File: config.mk
export PLATFORM = sky130hd
export DESIGN_NAME = tvout_gen
export DESIGN_NICKNAME = d
export VERILOG_FILES = /design/src/rtl/tvout_gen.sv
export SDC_FILE = /design/constraint.sdc
export NUM_CORES = 1
export LEC_CHECK = 0
export BUFFER_PORTS_ARGS = -buffer_cell sky130_fd_sc_hd__buf_2
export CELL_PAD_IN_SITES_DETAIL_PLACEMENT = 1
export CELL_PAD_IN_SITES_GLOBAL_PLACEMENT = 2
export CORE_MARGIN = 2
export CORE_UTILIZATION = 34
export CTS_CLUSTER_DIAMETER = 80
export DETAILED_ROUTE_END_ITERATION = 10
export HOLD_SLACK_MARGIN = 0.08
export PLACE_DENSITY_LB_ADDON = 0.1
export SYNTH_ARGS = -nofsm -noshare
export SYNTH_HDL_FRONTEND = slang
export SYNTH_SLANG_ARGS = --single-unit
File: constraint.sdc
create_clock -name clk_in -period 4.91 [get_ports clk_in]
set_input_delay 0.982 -clock clk_in [delete_from_list [all_inputs] [get_ports clk_in]]
set_output_delay 0.982 -clock clk_in [all_outputs]
set_load 0.05 [all_outputs]
File: src/rtl/tvout_gen.sv
// tvout_gen: composite PAL-style video generator with framebuffer fetch and stripe test pattern.
// Ports:
//   clk_in      system clock
//   rst         asynchronous active-high reset
//   pattern_en  1 = stripe test pattern (latched at line start), no fetches
//   pix_rd      one-clk_in read strobe, high only in ce cycles
//   pix_addr    framebuffer byte address, valid while pix_rd = 1
//   pix_data    read data, sampled on the tick after the strobe
//   frame_start pulse on the ce that enters line 0
//   line_start  pulse on the ce that enters h = 0
//   tvout       bit0 = sync level (0 = tip), bits[BPP:1] = luma
module tvout_gen #(
    parameter int CLK_DIV     = 3,
    parameter int H_TOTAL     = 512,
    parameter int H_SYNC      = 37,
    parameter int H_EQ        = 16,
    parameter int ACT_START   = 117,
    parameter int ACT_WIDTH   = 320,
    parameter int V_TOTAL     = 311,
    parameter int V_BLANK_TOP = 5,
    parameter int V_BLANK_BOT = 2,
    parameter int V_ACT_START = 40,
    parameter int V_ACT_LINES = 200,
    parameter int BPP         = 1,
    parameter int ADDR_W      = 14
) (
    input  logic              clk_in,
    input  logic              rst,
    input  logic              pattern_en,
    output logic              pix_rd,
    output logic [ADDR_W-1:0] pix_addr,
    input  logic [7:0]        pix_data,
    output logic              frame_start,
    output logic              line_start,
    output logic [BPP:0]      tvout
);
    localparam int PPB    = 8 / BPP;
    localparam int GROUPS = ACT_WIDTH / PPB;
    localparam int HW     = $clog2(H_TOTAL);
    localparam int VW     = $clog2(V_TOTAL);
    localparam int DW     = $clog2(CLK_DIV);

    logic [DW-1:0]     div;
    logic [HW-1:0]     h, hn;
    logic [VW-1:0]     v, vn;
    logic [7:0]        hold, shifter;
    logic [ADDR_W-1:0] line_base, col;
    logic [BPP-1:0]    luma;
    logic              mode, ce, vblank, sync_n, act_line, cur_act_line, act, grp_start, latch;
    int                hi, vi, rel;

    // Everything registered is computed from the position being entered (hn, vn),
    // so tvout shows the value for (h, v) from the ce that reaches it.
    always_comb begin
        ce           = div == DW'(CLK_DIV - 1);
        hn           = (h == HW'(H_TOTAL - 1)) ? '0 : h + 1'b1;
        vn           = (h == HW'(H_TOTAL - 1)) ? ((v == VW'(V_TOTAL - 1)) ? '0 : v + 1'b1) : v;
        hi           = 32'(hn);
        vi           = 32'(vn);
        rel          = hi - ACT_START + 2;
        vblank       = vi < V_BLANK_TOP || vi >= V_TOTAL - V_BLANK_BOT;
        sync_n       = !(vblank ? ((vi < 3 ? hi < H_TOTAL / 2 - H_EQ : hi < H_EQ) ||
                                   (hi >= H_TOTAL / 2 && hi < (vi < 2 ? H_TOTAL - H_EQ : H_TOTAL / 2 + H_EQ)))
                                : hi < H_SYNC);
        act_line     = !vblank && vi >= V_ACT_START && vi < V_ACT_START + V_ACT_LINES;
        cur_act_line = 32'(v) >= V_ACT_START && 32'(v) < V_ACT_START + V_ACT_LINES &&
                       32'(v) >= V_BLANK_TOP && 32'(v) < V_TOTAL - V_BLANK_BOT;
        act          = act_line && hi >= ACT_START && hi < ACT_START + ACT_WIDTH;
        grp_start    = (hi - ACT_START) % PPB == 0;
        pix_rd       = ce && act_line && !mode && rel >= 0 && rel < ACT_WIDTH && rel % PPB == 0;
        latch        = ce && act_line && !mode && rel > 0 && rel <= ACT_WIDTH && (rel - 1) % PPB == 0;
        luma         = !act ? '0 : mode ? {BPP{vn[1]}} : grp_start ? hold[7 -: BPP] : shifter[7 -: BPP];
        pix_addr     = line_base + col;
        line_start   = ce && hn == '0;
        frame_start  = line_start && vn == '0;
    end

    always_ff @(posedge clk_in or posedge rst) begin
        if (rst) begin
            div       <= '0;
            h         <= '0;
            v         <= '0;
            tvout     <= '0;
            mode      <= 1'b0;
            hold      <= '0;
            shifter   <= '0;
            line_base <= '0;
            col       <= '0;
        end else begin
            div <= ce ? '0 : div + 1'b1;
            if (ce) begin
                h     <= hn;
                v     <= vn;
                tvout <= {luma, sync_n};
                if (hn == '0) begin
                    mode      <= pattern_en;
                    col       <= '0;
                    line_base <= (vn == '0) ? '0 : cur_act_line ? line_base + ADDR_W'(GROUPS) : line_base;
                end else if (pix_rd) begin
                    col <= col + 1'b1;
                end
                if (latch)
                    hold <= pix_data;
                if (act && !mode)
                    shifter <= grp_start ? hold << BPP : shifter << BPP;
            end
        end
    end
endmodule

==> results.tsv <==
metric	value	unit
multi_input_area	0.003053	mm^2
final_max_slew_viol_count	0	
antennaDiodeCount	0	
setup_viol	1	
drtPass1Iterations	4	
die_y	121.2	um
synth-seq-cells	63	
drt-total-wl	13290	um
postPlaceCellArea	0.005175	mm^2
yosysUniqueCellTypes	59	
finClkSkew	0.009053	ns
globalplace.congestion	0.8540	
yosysTopAreaCell	dfrtp_1	
ys_seq_area_share	33.77	%
drc	0	
ys_top_cells_by_count	dfrtp_1 (63), nand2_1 (55), nor2_1 (54), ha_1 (32), xor2_1 (31)	
yosysWarnings	0	
ir_worst_vdd	150.9	uV
syn_inst	534	
dp_cells	745	
vias_per_cell	5.280	
syn_avg_cell_area	8.742	um^2
hold_viol	0	
dieArea	0.01468	mm^2
clock-sinks	63	
core	0.01335	mm^2
critPathSlowestCell	or4b_4	
arrival	4.00	ns
cts_buffers	9	
drtIter0Drc	183	
path_clk_slew	0.06	ns
hold_class	register to register	
period_share	101.4	%
num_rows	42	
grt_usage	19.39	%
critical_path_required	3.93	ns
worstSetupPathType	register to primary output	
violations	negative setup slack	
fmax	200.9	MHz
die_x	121.2	um
tightestPinTransition	0.9746	ns
pin_count	30	
relSlewSlack	35.03	%
end_kind	primary output	
slowest_delay	0.48	ns
powerDensity	208.2	mW/mm^2
synth_area_leaders	dfrtp_1 (34%), ha_1 (8.6%), xor2_1 (5.8%)	
p_total	0.001212	W
nets	640	
cts_tree	done	
final.setup.worst_slack	-0.06806	ns
p_leak	2.769	nW
vias	4108	
ant_nets	0	
fillers	1583	
root_buffer	clkbuf_16	
syn_area	0.004668	mm^2
htree_levels	3	
portBuffers	29	
seq_area	0.001578	mm^2
final_area	0.005819	mm^2
synth_edf_count	0	
clkLatencyLatePin	0.34	ns
yosysMostFrequentCell	dfrtp_1	
path_cells	inv_1 > ha_4 > nor2b_1 > or3_4 > a211oi_4 > mux2i_2 > buf_4 > or4b_4 > ha_1 > nor4bb_2 > nand3_1 > nor3_2 > nand4_1 > inv_4 > buf_8	
timing.hold.ws	0.4651	ns
grt_max_degree	35	
syn_to_final_growth	24.66	%
start_util	34.97	%
layout-drive-gt1-share	25.08	%
clockBufferDepth	2	
hold_buffers	0	
grt_pass1_vias	4268	
synth.top_cell.area_share	33.77	%
final_cells	778	
cap_violations	0	
synthArstFlopShare	100.0	%
period_minus_slack	4.978	ns
dpl_worst_slack	-0.01263	ns
grt-ovfl-total	0	
grt_pass1_wl	22280	um
rsz0062_at_grt	true	
worst_setup_path_start_kind	register	
ys.flop_type	dfrtp_1	
avgRoutedWirePerCell	17.08	um
outcome	complete, but fails checks	
dpl.hpwl	9382	um
path_max_fanout	3	
antenna_found_initial	0	
syn-num-nets	577	
registers in the layout (all words and copies together), names as in the netlist:
name       count
mode           1
line_base     11
shifter        7
tvout          2
h              9
col           14
v              9
hold           8
div            2
timing repair:
action,CTS,global route
endpoints found under the setup margin,1,9
resized for setup,33,6
pin swaps,17,11
setup buffers,14,3
cell usage in the layout (no fill, tap or decap), types with 3 or more instances in the layout:
cell type / n
dfrtp_1: 62
nand2_1: 54
nor2_1: 53
buf_4: 45
xor2_1: 31
o21ai_0: 28
buf_2: 28
ha_1: 26
a21oi_1: 25
nand3_1: 19
xnor2_1: 17
inv_1: 16
nand4_1: 15
a21o_1: 12
mux2_2: 12
nor3_1: 10
mux2i_1: 9
clkbuf_16: 9
and2_1: 8
and3_1: 8
a31oi_1: 6
ha_4: 5
buf_6: 5
nand2b_1: 4
o31ai_1: 4
nor2b_1: 4
nand4b_1: 4
or3_1: 4
o21ai_1: 3
o211ai_1: 3
a211oi_1: 3
a211oi_2: 3
or4b_4: 3
clkbuf_8: 3
worst max-delay path, delay by kind of cell (launching register included):
family	cells	cell delay (ns)
AND/OR/NAND/NOR	7	1.66
AO/OA/AOI/OAI	1	0.33
adder cells (fa/ha/maj)	2	0.57
buffers and inverters	4	0.53
multiplexers	1	0.14
flip-flops	1	0.40
report_power, final:
group | switching (W) | total, W | internal, W
sequential | 0 | 0.000520 | 0.000520
combinational | 0.0000119 | 0.0000153 | 0.00000338
clock | 0.000244 | 0.000677 | 0.000433
total | 0.000256 | 0.00121 | 0.000956
final cells by class:
class,instances,share of cell area (%)
clock buffers,13,4.644
clock inverters,3,0.6880
inverters,19,1.269
multi-input cells,423,52.46
flip-flops and latches,63,27.11
well taps,176,3.784
repair buffers,81,10.04
per-stage QoR:
step,util (%),TNS (ns)
global placement,38.77,0
detailed placement,38.77,-0.01263
finish,43.60,-0.06806
global route,43.60,-0.2629
floorplan,-,0
CTS,43.15,-0.09096
per-layer routing:
layer	share of wire, %	global-route usage, %	vias up
met4	2.1	5.963	0
li1	-	-	2014
met5	0	0	-
met3	2.8	4.934	20
met1	46	24.51	2021
met2	49	32.51	53
final timing paths:
check | from | end | slack (ns) | cells after the start
max | h[0] | pix_rd | -0.07 | 15
min in group asynchronous | rst | line_base[9] | 0.78 | 2
max reg2reg | h[0] | hold[7] | 0.34 | 18
min | div[1] | div[0] | 0.47 | 1
max in group asynchronous | rst | v[7] | 3.20 | 3
min reg2reg | div[1] | div[0] | 0.47 | 1
kinds of logic after synthesis:
family / after synthesis / share of synthesized area, %
flip-flops: 63 / 33.77
multiplexers: 23 / 5.253
AND/OR/NAND/NOR: 212 / 23.24
AO/OA/AOI/OAI: 105 / 15.20
XOR/XNOR: 50 / 9.381
buffers and inverters: 48 / 4.369
adder cells (fa/ha/maj): 33 / 8.791
Power figures use the tool's default switching activity.
